## config.mk

```make
export PLATFORM = sky130hd
export DESIGN_NAME = load_store_unit
export DESIGN_NICKNAME = d
export VERILOG_FILES = /design/src/rtl/lsu_pkg.sv /design/src/rtl/lsu_align.sv /design/src/rtl/load_store_unit.sv
export SDC_FILE = /design/constraint.sdc
export NUM_CORES = 1
export LEC_CHECK = 0
export BUFFER_PORTS_ARGS = -buffer_cell sky130_fd_sc_hd__buf_2
export CAP_MARGIN = 15
export CORE_MARGIN = 1
export CORE_UTILIZATION = 45
export DETAILED_ROUTE_END_ITERATION = 16
export HOLD_SLACK_MARGIN = 0.03
export PLACE_DENSITY = 0.81
export SLEW_MARGIN = 20
export SYNTH_ARGS = -nofsm -noshare
export SYNTH_HDL_FRONTEND = slang
export SYNTH_HIERARCHICAL = 1
export SYNTH_SLANG_ARGS = --single-unit
```

## constraint.sdc

```tcl
create_clock -name clk -period 6.5 [get_ports clk]
set_clock_uncertainty 0.1 [all_clocks]
set_input_delay 0.975 -clock clk [delete_from_list [all_inputs] [get_ports clk]]
set_output_delay 0.975 -clock clk [all_outputs]
set_load 0.05 [all_outputs]
```

## src/rtl/lsu_pkg.sv

```systemverilog
// Shared types and helpers for the load/store unit.
// Size encodings, FSM states and the alignment rule.
package lsu_pkg;

  typedef enum logic [1:0] {
    BYTE = 2'b00,
    HALF = 2'b01,
    WORD = 2'b10
  } size_t;

  typedef enum logic [1:0] {
    IDLE = 2'b00,
    BUS  = 2'b01,
    RESP = 2'b10
  } lsu_state_t;

  localparam logic [1:0] SZ_BYTE = 2'b00;
  localparam logic [1:0] SZ_HALF = 2'b01;
  localparam logic [1:0] SZ_WORD = 2'b10;

  // The reserved encoding 2'b11 behaves as a word access.
  function automatic size_t decode_size(
    input logic [1:0] s
  );
    size_t r;
    case (s)
      SZ_BYTE: r = BYTE;
      SZ_HALF: r = HALF;
      default: r = WORD;
    endcase
    return r;
  endfunction

  function automatic logic is_misaligned(
    input size_t      sz,
    input logic [1:0] lo
  );
    logic r;
    case (sz)
      HALF:    r = lo[0];
      WORD:    r = |lo;
      default: r = 1'b0;
    endcase
    return r;
  endfunction

endpackage

```

## src/rtl/lsu_align.sv

```systemverilog
// Byte-lane steering: enables, store replication,
// load lane extraction and sign/zero extension.
module lsu_align
  import lsu_pkg::*;
(
  input  size_t       size_i,
  input  logic [1:0]  lo_i,
  input  logic        uns_i,
  input  logic [31:0] wdata_i,
  input  logic [31:0] rdata_i,
  output logic [3:0]  be_o,
  output logic [31:0] wdata_o,
  output logic [31:0] rdata_o,
  output logic        mis_o
);

  logic [31:0] shifted;

  assign shifted = rdata_i >> {lo_i, 3'b000};

  always_comb begin
    be_o    = 4'b1111;
    wdata_o = wdata_i;
    rdata_o = shifted;
    mis_o   = is_misaligned(size_i, lo_i);
    case (size_i)
      BYTE: begin
        be_o    = 4'b0001 << lo_i;
        wdata_o = {4{wdata_i[7:0]}};
        rdata_o = {{24{~uns_i & shifted[7]}},
                   shifted[7:0]};
      end
      HALF: begin
        be_o    = 4'b0011 << lo_i;
        wdata_o = {2{wdata_i[15:0]}};
        rdata_o = {{16{~uns_i & shifted[15]}},
                   shifted[15:0]};
      end
      default: begin
        be_o    = 4'b1111;
        wdata_o = wdata_i;
        rdata_o = shifted;
      end
    endcase
  end

endmodule

```

## src/rtl/load_store_unit.sv

```systemverilog
// Memory-access stage: one req/ack bus transaction
// per accepted request, with aligned load return.
module load_store_unit
  import lsu_pkg::*;
#(
  parameter int ADDR_W = 32,
  parameter int DATA_W = 32
) (
  input  logic              clk,
  input  logic              rst,
  input  logic              start,
  input  logic              mem_read,
  input  logic              mem_write,
  input  logic [1:0]        size,
  input  logic              is_unsigned,
  input  logic [ADDR_W-1:0] addr,
  input  logic [DATA_W-1:0] write_data,
  output logic [DATA_W-1:0] read_data,
  output logic              busy,
  output logic              done,
  output logic              misaligned,
  output logic              bus_req,
  output logic              bus_we,
  output logic [ADDR_W-1:0] bus_addr,
  output logic [3:0]        bus_be,
  output logic [DATA_W-1:0] bus_wdata,
  input  logic              bus_ack,
  input  logic [DATA_W-1:0] bus_rdata
);

  lsu_state_t state_q, state_d;

  logic              we_q;
  size_t             size_q;
  logic [1:0]        lo_q;
  logic              uns_q;
  logic              err_q;
  logic [DATA_W-1:0] read_data_q;
  logic [ADDR_W-1:0] bus_addr_q;
  logic [3:0]        bus_be_q;
  logic [DATA_W-1:0] bus_wdata_q;

  logic              idle;
  logic              accept;
  size_t             al_size;
  logic [1:0]        al_lo;
  logic              al_uns;
  logic [3:0]        al_be;
  logic [31:0]       al_wdata;
  logic [31:0]       al_rdata;
  logic              al_mis;

  assign idle   = (state_q == IDLE);
  assign accept = idle & start & ~rst
                & (mem_read | mem_write);

  // One aligner serves the request in IDLE and the
  // latched load descriptor while in BUS.
  assign al_size = idle ? decode_size(size) : size_q;
  assign al_lo   = idle ? addr[1:0] : lo_q;
  assign al_uns  = idle ? is_unsigned : uns_q;

  lsu_align u_align (
    .size_i  (al_size),
    .lo_i    (al_lo),
    .uns_i   (al_uns),
    .wdata_i (write_data),
    .rdata_i (bus_rdata),
    .be_o    (al_be),
    .wdata_o (al_wdata),
    .rdata_o (al_rdata),
    .mis_o   (al_mis)
  );

  always_comb begin
    state_d = state_q;
    case (state_q)
      IDLE: begin
        if (accept)
          state_d = al_mis ? RESP : BUS;
      end
      BUS: begin
        if (bus_ack)
          state_d = RESP;
      end
      RESP:    state_d = IDLE;
      default: state_d = IDLE;
    endcase
  end

  always_ff @(posedge clk) begin
    if (rst) begin
      state_q     <= IDLE;
      we_q        <= 1'b0;
      size_q      <= WORD;
      lo_q        <= 2'b00;
      uns_q       <= 1'b0;
      err_q       <= 1'b0;
      read_data_q <= '0;
      bus_addr_q  <= '0;
      bus_be_q    <= '0;
      bus_wdata_q <= '0;
    end else begin
      state_q <= state_d;
      if (accept) begin
        we_q   <= mem_write;
        size_q <= al_size;
        lo_q   <= addr[1:0];
        uns_q  <= is_unsigned;
        err_q  <= al_mis;
        if (!al_mis) begin
          bus_addr_q  <= {addr[ADDR_W-1:2], 2'b00};
          bus_be_q    <= al_be;
          bus_wdata_q <= al_wdata;
        end
      end
      if ((state_q == BUS) && bus_ack && !we_q)
        read_data_q <= al_rdata;
    end
  end

  assign read_data  = read_data_q;
  assign busy       = ~idle | accept;
  assign done       = (state_q == RESP);
  assign misaligned = done & err_q;
  assign bus_req    = (state_q == BUS);
  assign bus_we     = bus_req & we_q;
  assign bus_addr   = bus_addr_q;
  assign bus_be     = bus_be_q;
  assign bus_wdata  = bus_wdata_q;

endmodule

```

### Word-level counts from Yosys, hierarchy flattened

Cells that the tools add are included.

| operators by class | value |
|---|---|
| add/subtract/negate cells | 0 |
| multipliers | 0 |
| divide/modulo/power cells | 0 |
| order comparisons | 0 |
| equal/unequal tests | 7 |
| shift operators | 3 |
| multiplexer cells | 12 |
| bitwise gates (word level) | 13 |
| reduce and logical (&&, ||, !) cells | 9 |

Operators with widths:

| kind | count |
|---|---|
| $pmux 32 s2 | 2 |
| $shr 32x5->32 | 1 |
| $mux 2 | 5 |
| $pmux 2 s2 | 2 |
| $pmux 4 s2 | 1 |
| $and 1x1->1 | 7 |
| $eq 2x1->1 const B | 3 |
| $logic_not 2->1 | 3 |
| $eq 2x2->1 const B | 2 |
| $ne 2x1->1 const B | 2 |
| $not 1->1 | 4 |
| $reduce_and 2->1 | 2 |
| $shl 1x2->4 const A | 1 |
| $shl 2x2->4 const A | 1 |
| $logic_and 1x1->1 | 2 |
| $or 1x1->1 | 2 |
| $pmux 1 s2 | 1 |
| $reduce_or 2->1 | 1 |
| $logic_not 1->1 | 1 |
| $mux 1 | 1 |

| storage, ports and cells | value |
|---|---|
| register bits | 107 |
| bits in latches | 0 |
| RAM bits | 0 |
| bits in read-only memories | 0 |
| bits of input ports | 105 |
| output and inout bits | 105 |
| word-level logic and storage cells | 54 |
| memories kept | 0 |

### Longest topological paths before layout

| depth | value |
|---|---|
| word-level depth | 8 |
| gate-level depth with buffers | 12 |
| depth with buffers taken out | 9 |

### Hierarchy

Netlist, hierarchy kept.

Modules (own cells, without submodules):

| module | instances | cells an instance | area an instance (um2) | sequential area each (um2) |
|---|---|---|---|---|
| load_store_unit | 1 | 415 | 4356.7 | 2142.1 |
| lsu_align | 1 | 184 | 1351.3 | 0.0 |

### Worst setup path before layout

Ideal clock, no wire load.

| timing path | value |
|---|---|
| path type | input-to-reg |
| start point | input size[1] |
| end point | register bus_addr_q[15], in the netlist bus_addr[15] |
| library setup time | 0.121 ns |
| arrival | 3.144 ns |
| required time | 6.279 ns |
| path slack | 3.135 ns |
| cell stages on the path | 11 |
| buffers on the path | 4 |
| path through | mux2_2 > clkbuf_1 > inv_1 > ha_1 > buf_2 > o21ai_0 > a21boi_0 > or3_1 > buf_6 > buf_6 > mux2_4 |

| on the way | value |
|---|---|
| longest elaborated chain between the ends | 7 |
| elaborated cells between the ends (all ways) | 9 |
| those cells by class | eq/ne: 3; mux: 3; bitwise: 1; reduce/logical: 2 |

Ends and longest elaborated chain:

| element | RTL line | source |
|---|---|---|
| start: declaration | load_store_unit.sv:14 | `input logic [1:0] size,` |
| $eq 2x1->1 / $logic_not 2->1 (equally long branches) | lsu_pkg.sv:26 | `case (s)` |
| $pmux 2 s2 (*) | lsu_pkg.sv:26 |  |
| $mux 2 (*) | load_store_unit.sv:59 | `assign al_size = idle ? decode_size(size) : size_q;` |
| $eq 2x2->1 / $eq 2x1->1 (equally long branches) | lsu_pkg.sv:39 | `case (sz)` |
| $pmux 1 s2 (*) | lsu_pkg.sv:39 |  |
| net al_mis | load_store_unit.sv:51 | `logic al_mis;` |
| $not 1->1 (no line) (*) | n/a |  |
| $reduce_and 2->1 (no line) (*) | n/a |  |
| end signal: assignment | load_store_unit.sv:112 | `bus_addr_q <= {addr[ADDR_W-1:2], 2'b00};` |
| end: declaration | load_store_unit.sv:39 | `logic [ADDR_W-1:0] bus_addr_q;` |

Mark *: on every way through the listed nets, which the timed path passes. The rest lies on a longest branch.
A chain may end at the register's enable or synchronous reset.

### Worst setup path after layout

| timing path | value |
|---|---|
| start point | register state_q[1] |
| end point | register bus_addr_q[13], in the netlist bus_addr[13] |

| on the way | value |
|---|---|
| longest elaborated chain between the ends | 6 |
| elaborated cells between the ends (all ways) | 12 |
| those cells by class | eq/ne: 2; mux: 3; bitwise: 4; reduce/logical: 3 |

Ends and longest elaborated chain:

| element | RTL line | source |
|---|---|---|
| start: declaration | load_store_unit.sv:31 | `lsu_state_t state_q, state_d;` |
| start signal: assignment | load_store_unit.sv:104 | `state_q <= state_d;` |
| $logic_not 2->1 (*) | load_store_unit.sv:53 | `assign idle = (state_q == IDLE);` |
| $mux 2 (*) | load_store_unit.sv:59 |  |
| net al_size[1] | load_store_unit.sv:45 | `size_t al_size;` |
| $eq 2x2->1 / $eq 2x1->1 (equally long branches) | lsu_pkg.sv:39 |  |
| $pmux 1 s2 (*) | lsu_pkg.sv:39 |  |
| net al_mis | load_store_unit.sv:51 |  |
| $not 1->1 (no line) (*) | n/a |  |
| $reduce_and 2->1 (no line) (*) | n/a |  |

Marked as above.

==> results.cfg <==
[global_route]
gr-usage-met3_pct = 5.664
m1_gr_usage_pct = 26.90
number_of_global_route_vias_before_repair = 4619
gr-max-usage-layer = met2
grt_max_degree = 67
gr-usage-all-layers_pct = 21.85
gr-usage-met2_pct = 37.05
grt_remaining_overflow = 0
grt_antenna_before_repair = 0
global_route_wire_length_before_repair_um = 22740

[synth]
synth_top_family_by_area = multiplexers
synth_warnings = 6
avgSynthCellArea_sq_um = 9.529
synth_fa_ha_area_share_pct = 0.6576
yosys.area_share.simple_pct = 18.70
synth-edff-count = 0
synth.ff_latch_count = 107
async_flop_share_pct = 0
synth-compound-area-share_pct = 13.02
synthMuxAreaShare_pct = 23.50
yosysSeqAreaShare_pct = 37.53
synth_xor_xnor_area_share_pct = 0
netlist-cell-type-count = 45
mappedNetlistArea_sq_um = 5708
ys_dominant_reg_cell = dfxtp_1
synth_cells = 599

[pwr]
power.share.switching_pct = 32.81
power.switching_w = 0.0006185
share_of_total_power_in_the_clock_network_pct = 32.4
cellInternalPower_w = 0.001266
power.sequential.fraction_pct = 38.6
report.power.total_w = 0.001885
power_frac_comb_pct = 29.0
leakage_nw = 3.393
ir_worst_vdd_mv = 0.1211
pwr_density_cell_nw_per_um2 = 269.9

[setup_path]
regToRegSetupSlack_ns = 1.96
worst_setup_path_start_kind = flop
regToRegEndpoint = bus_addr[13]
worstRegToRegCells = 9
arrival_ns = 4.67
crit_fanout = 48
timing.critical_path.to_type = flop
r2r-start = state_q[1]
worstSetupPathType = flop to flop
worst-endpoint-required_ns = 6.63

[cells_and_area]
non_filler_instances = 935
area_growth_pct = 22.34
final_common_cell = buf_2
highest_count_cells_in_the_layout_ignoring_fill_and_taps = buf_2 (206), nand2_1 (110), dfxtp_1 (107)
design.final.nets = 870
diodes = 0
post_route_cells_drive_above_1_share_pct = 43.02

[sta]
setup-tns-final_ns = 0
maxSlewViolCount = 0
worst_slew_pin_slew_ns = 1.019
grt_setup_unrepaired = false
setup_viol = 0
max_freq_mhz = 220.5
hold_slack_ns = 0.3546
min_period_ns = 4.535
slew_headroom_pct = 31.53
finalHoldViolCount = 0
tcrit_tclk_final_pct = 69.77

[routing]
first_iter_violations = 305
avgRoutedWirePerCell_um = 15.67
drc_errors = 0
ant_nets = 0
route.detailed.vias_per_inst = 5.071
totalWireLength_um = 14650
dr_total_vias = 4741
dr.pass1.iters = 4

[clock_network]
number_of_buffers_added_by_the_clock_tree_synthesis_step = 9
ctsLongestPathBuffers = 2
post_cts_setup_driven_buffer_insertion_count = 0
clk_pin_slew_ns = 0.07
post_cts_gate_resize_count = 0
clock_sink_count = 107
tritoncts_clock_tree = built
clk_root_buffer_cell = clkbuf_16
cts-htree-levels = 3
cts_hold_buffers = 0
insertion_delay_ns = 0.34

[placement]
dp_hpwl_um = 10420
finalWeightedCongestion = 0.8089
dp.cells = 919
placement.io_buffers = 207

[floorplanning]
fp.dieArea_sq_um = 13140
total_core_area_sq_um = 12210
die_h_um = 114.6
number_of_rows_in_the_core_area = 40
initial_utilization_pct = 46.74
top_level_ports = 210
floorplan.die.width_um = 114.6

[run_status]
status = complete, no violations

[hold_path]
hold_end = read_data[4]
hold_path_startpoint = read_data[4]
hold_class = flop to flop
min_delay_path_depth = 2

[job]
max-cap-violations = 0
layer usage:
layer | part of all wire [%] | routed length (um)
met5 | 0 | 0
met4 | 1.1 | 166
met3 | 7.3 | 1063
met2 | 48 | 7034
met1 | 44 | 6389
worst max-delay path, stage by stage (launching register included):
cell      delay, ns
dfxtp_1        0.40
nor2_1         0.43
mux2_2         0.52
inv_1          0.12
ha_1           0.72
o21ai_0        0.20
a21boi_0       0.36
or3_4          0.72
buf_4          0.44
mux2_2         0.37
flip-flops by register name (all words and copies together), names as in the netlist, 2 cells and up:
name       count
state_q        2
bus_wdata     32
bus_addr      30
size_q         2
bus_be         4
lo_q           2
read_data     32
worst max-delay path by stage:
stage / startpoint / to / slack (ns) / cells past startpoint
floorplan: size[1] / bus_addr[15] / 3.13 / 11
global placement: size[1] / bus_addr[14] / 1.91 / 9
detailed placement: size[1] / bus_addr[14] / 1.84 / 9
CTS: state_q[1] / bus_addr[14] / 1.99 / 9
global route: state_q[1] / bus_addr[13] / 1.59 / 9
finish: state_q[1] / bus_addr[13] / 1.96 / 9
power groups by stage:
stage / clock network [W] / registers, W / logic (W)
5_1_grt: 0.000653 / 0.000732 / 0.000580
6_report: 0.000611 / 0.000727 / 0.000547
3_3_place_gp: 0 / 0.000741 / 0.000539
3_5_place_dp: 0 / 0.000741 / 0.000544
2_1_floorplan: 0 / 0.000894 / 0.000276
4_1_cts: 0.000622 / 0.000727 / 0.000547
cells in the mapped netlist, types with 7 or more instances:
cell        n  area [sq um]
nand2_1   110         412.9
dfxtp_1   107          2142
nor2b_1    69         431.7
mux2_4     51         765.7
a21oi_1    40         200.2
mux2_2     36         405.4
clkbuf_1   27         101.4
o21ai_0    23         115.1
mux2i_1    17         170.2
buf_6      12         135.1
buf_2      10         50.05
buf_4      10         75.07
o211ai_2   10         125.1
a22o_1      8         70.07
a22oi_1     8         60.06
nand2b_1    7         43.79
cells by family (layout without fill, tap and decap cells):
family	count (synthesis)	count (layout)
compound gates	110	110
flops	107	107
other cells	1	2
simple gates	212	212
fa+ha+maj	3	3
buf+inv	62	229
mux	104	104
area by class of cell:
| class | count | area, sq um |
|---|---|---|
| Clock buffer | 12 | 256.5 |
| Clock inverter | 4 | 80.08 |
| Fill cell | 1092 | 5229 |
| Inverter | 2 | 7.507 |
| Multi-Input combinational cell | 431 | 3218 |
| Sequential cell | 107 | 2142 |
| Tap cell | 168 | 210.2 |
| Timing Repair Buffer | 211 | 1069 |
stage by stage:
stage,instance area (sq um),worst slack (ns),util [%]
detailed placement,6645,1.835,54.42
global route,6983,1.586,57.18
CTS,6982,1.994,57.17
finish,6983,1.965,57.18
global placement,6645,1.910,54.42
floorplan,5712,3.135,-
No activity file was read; power rests on OpenSTA's default activity.
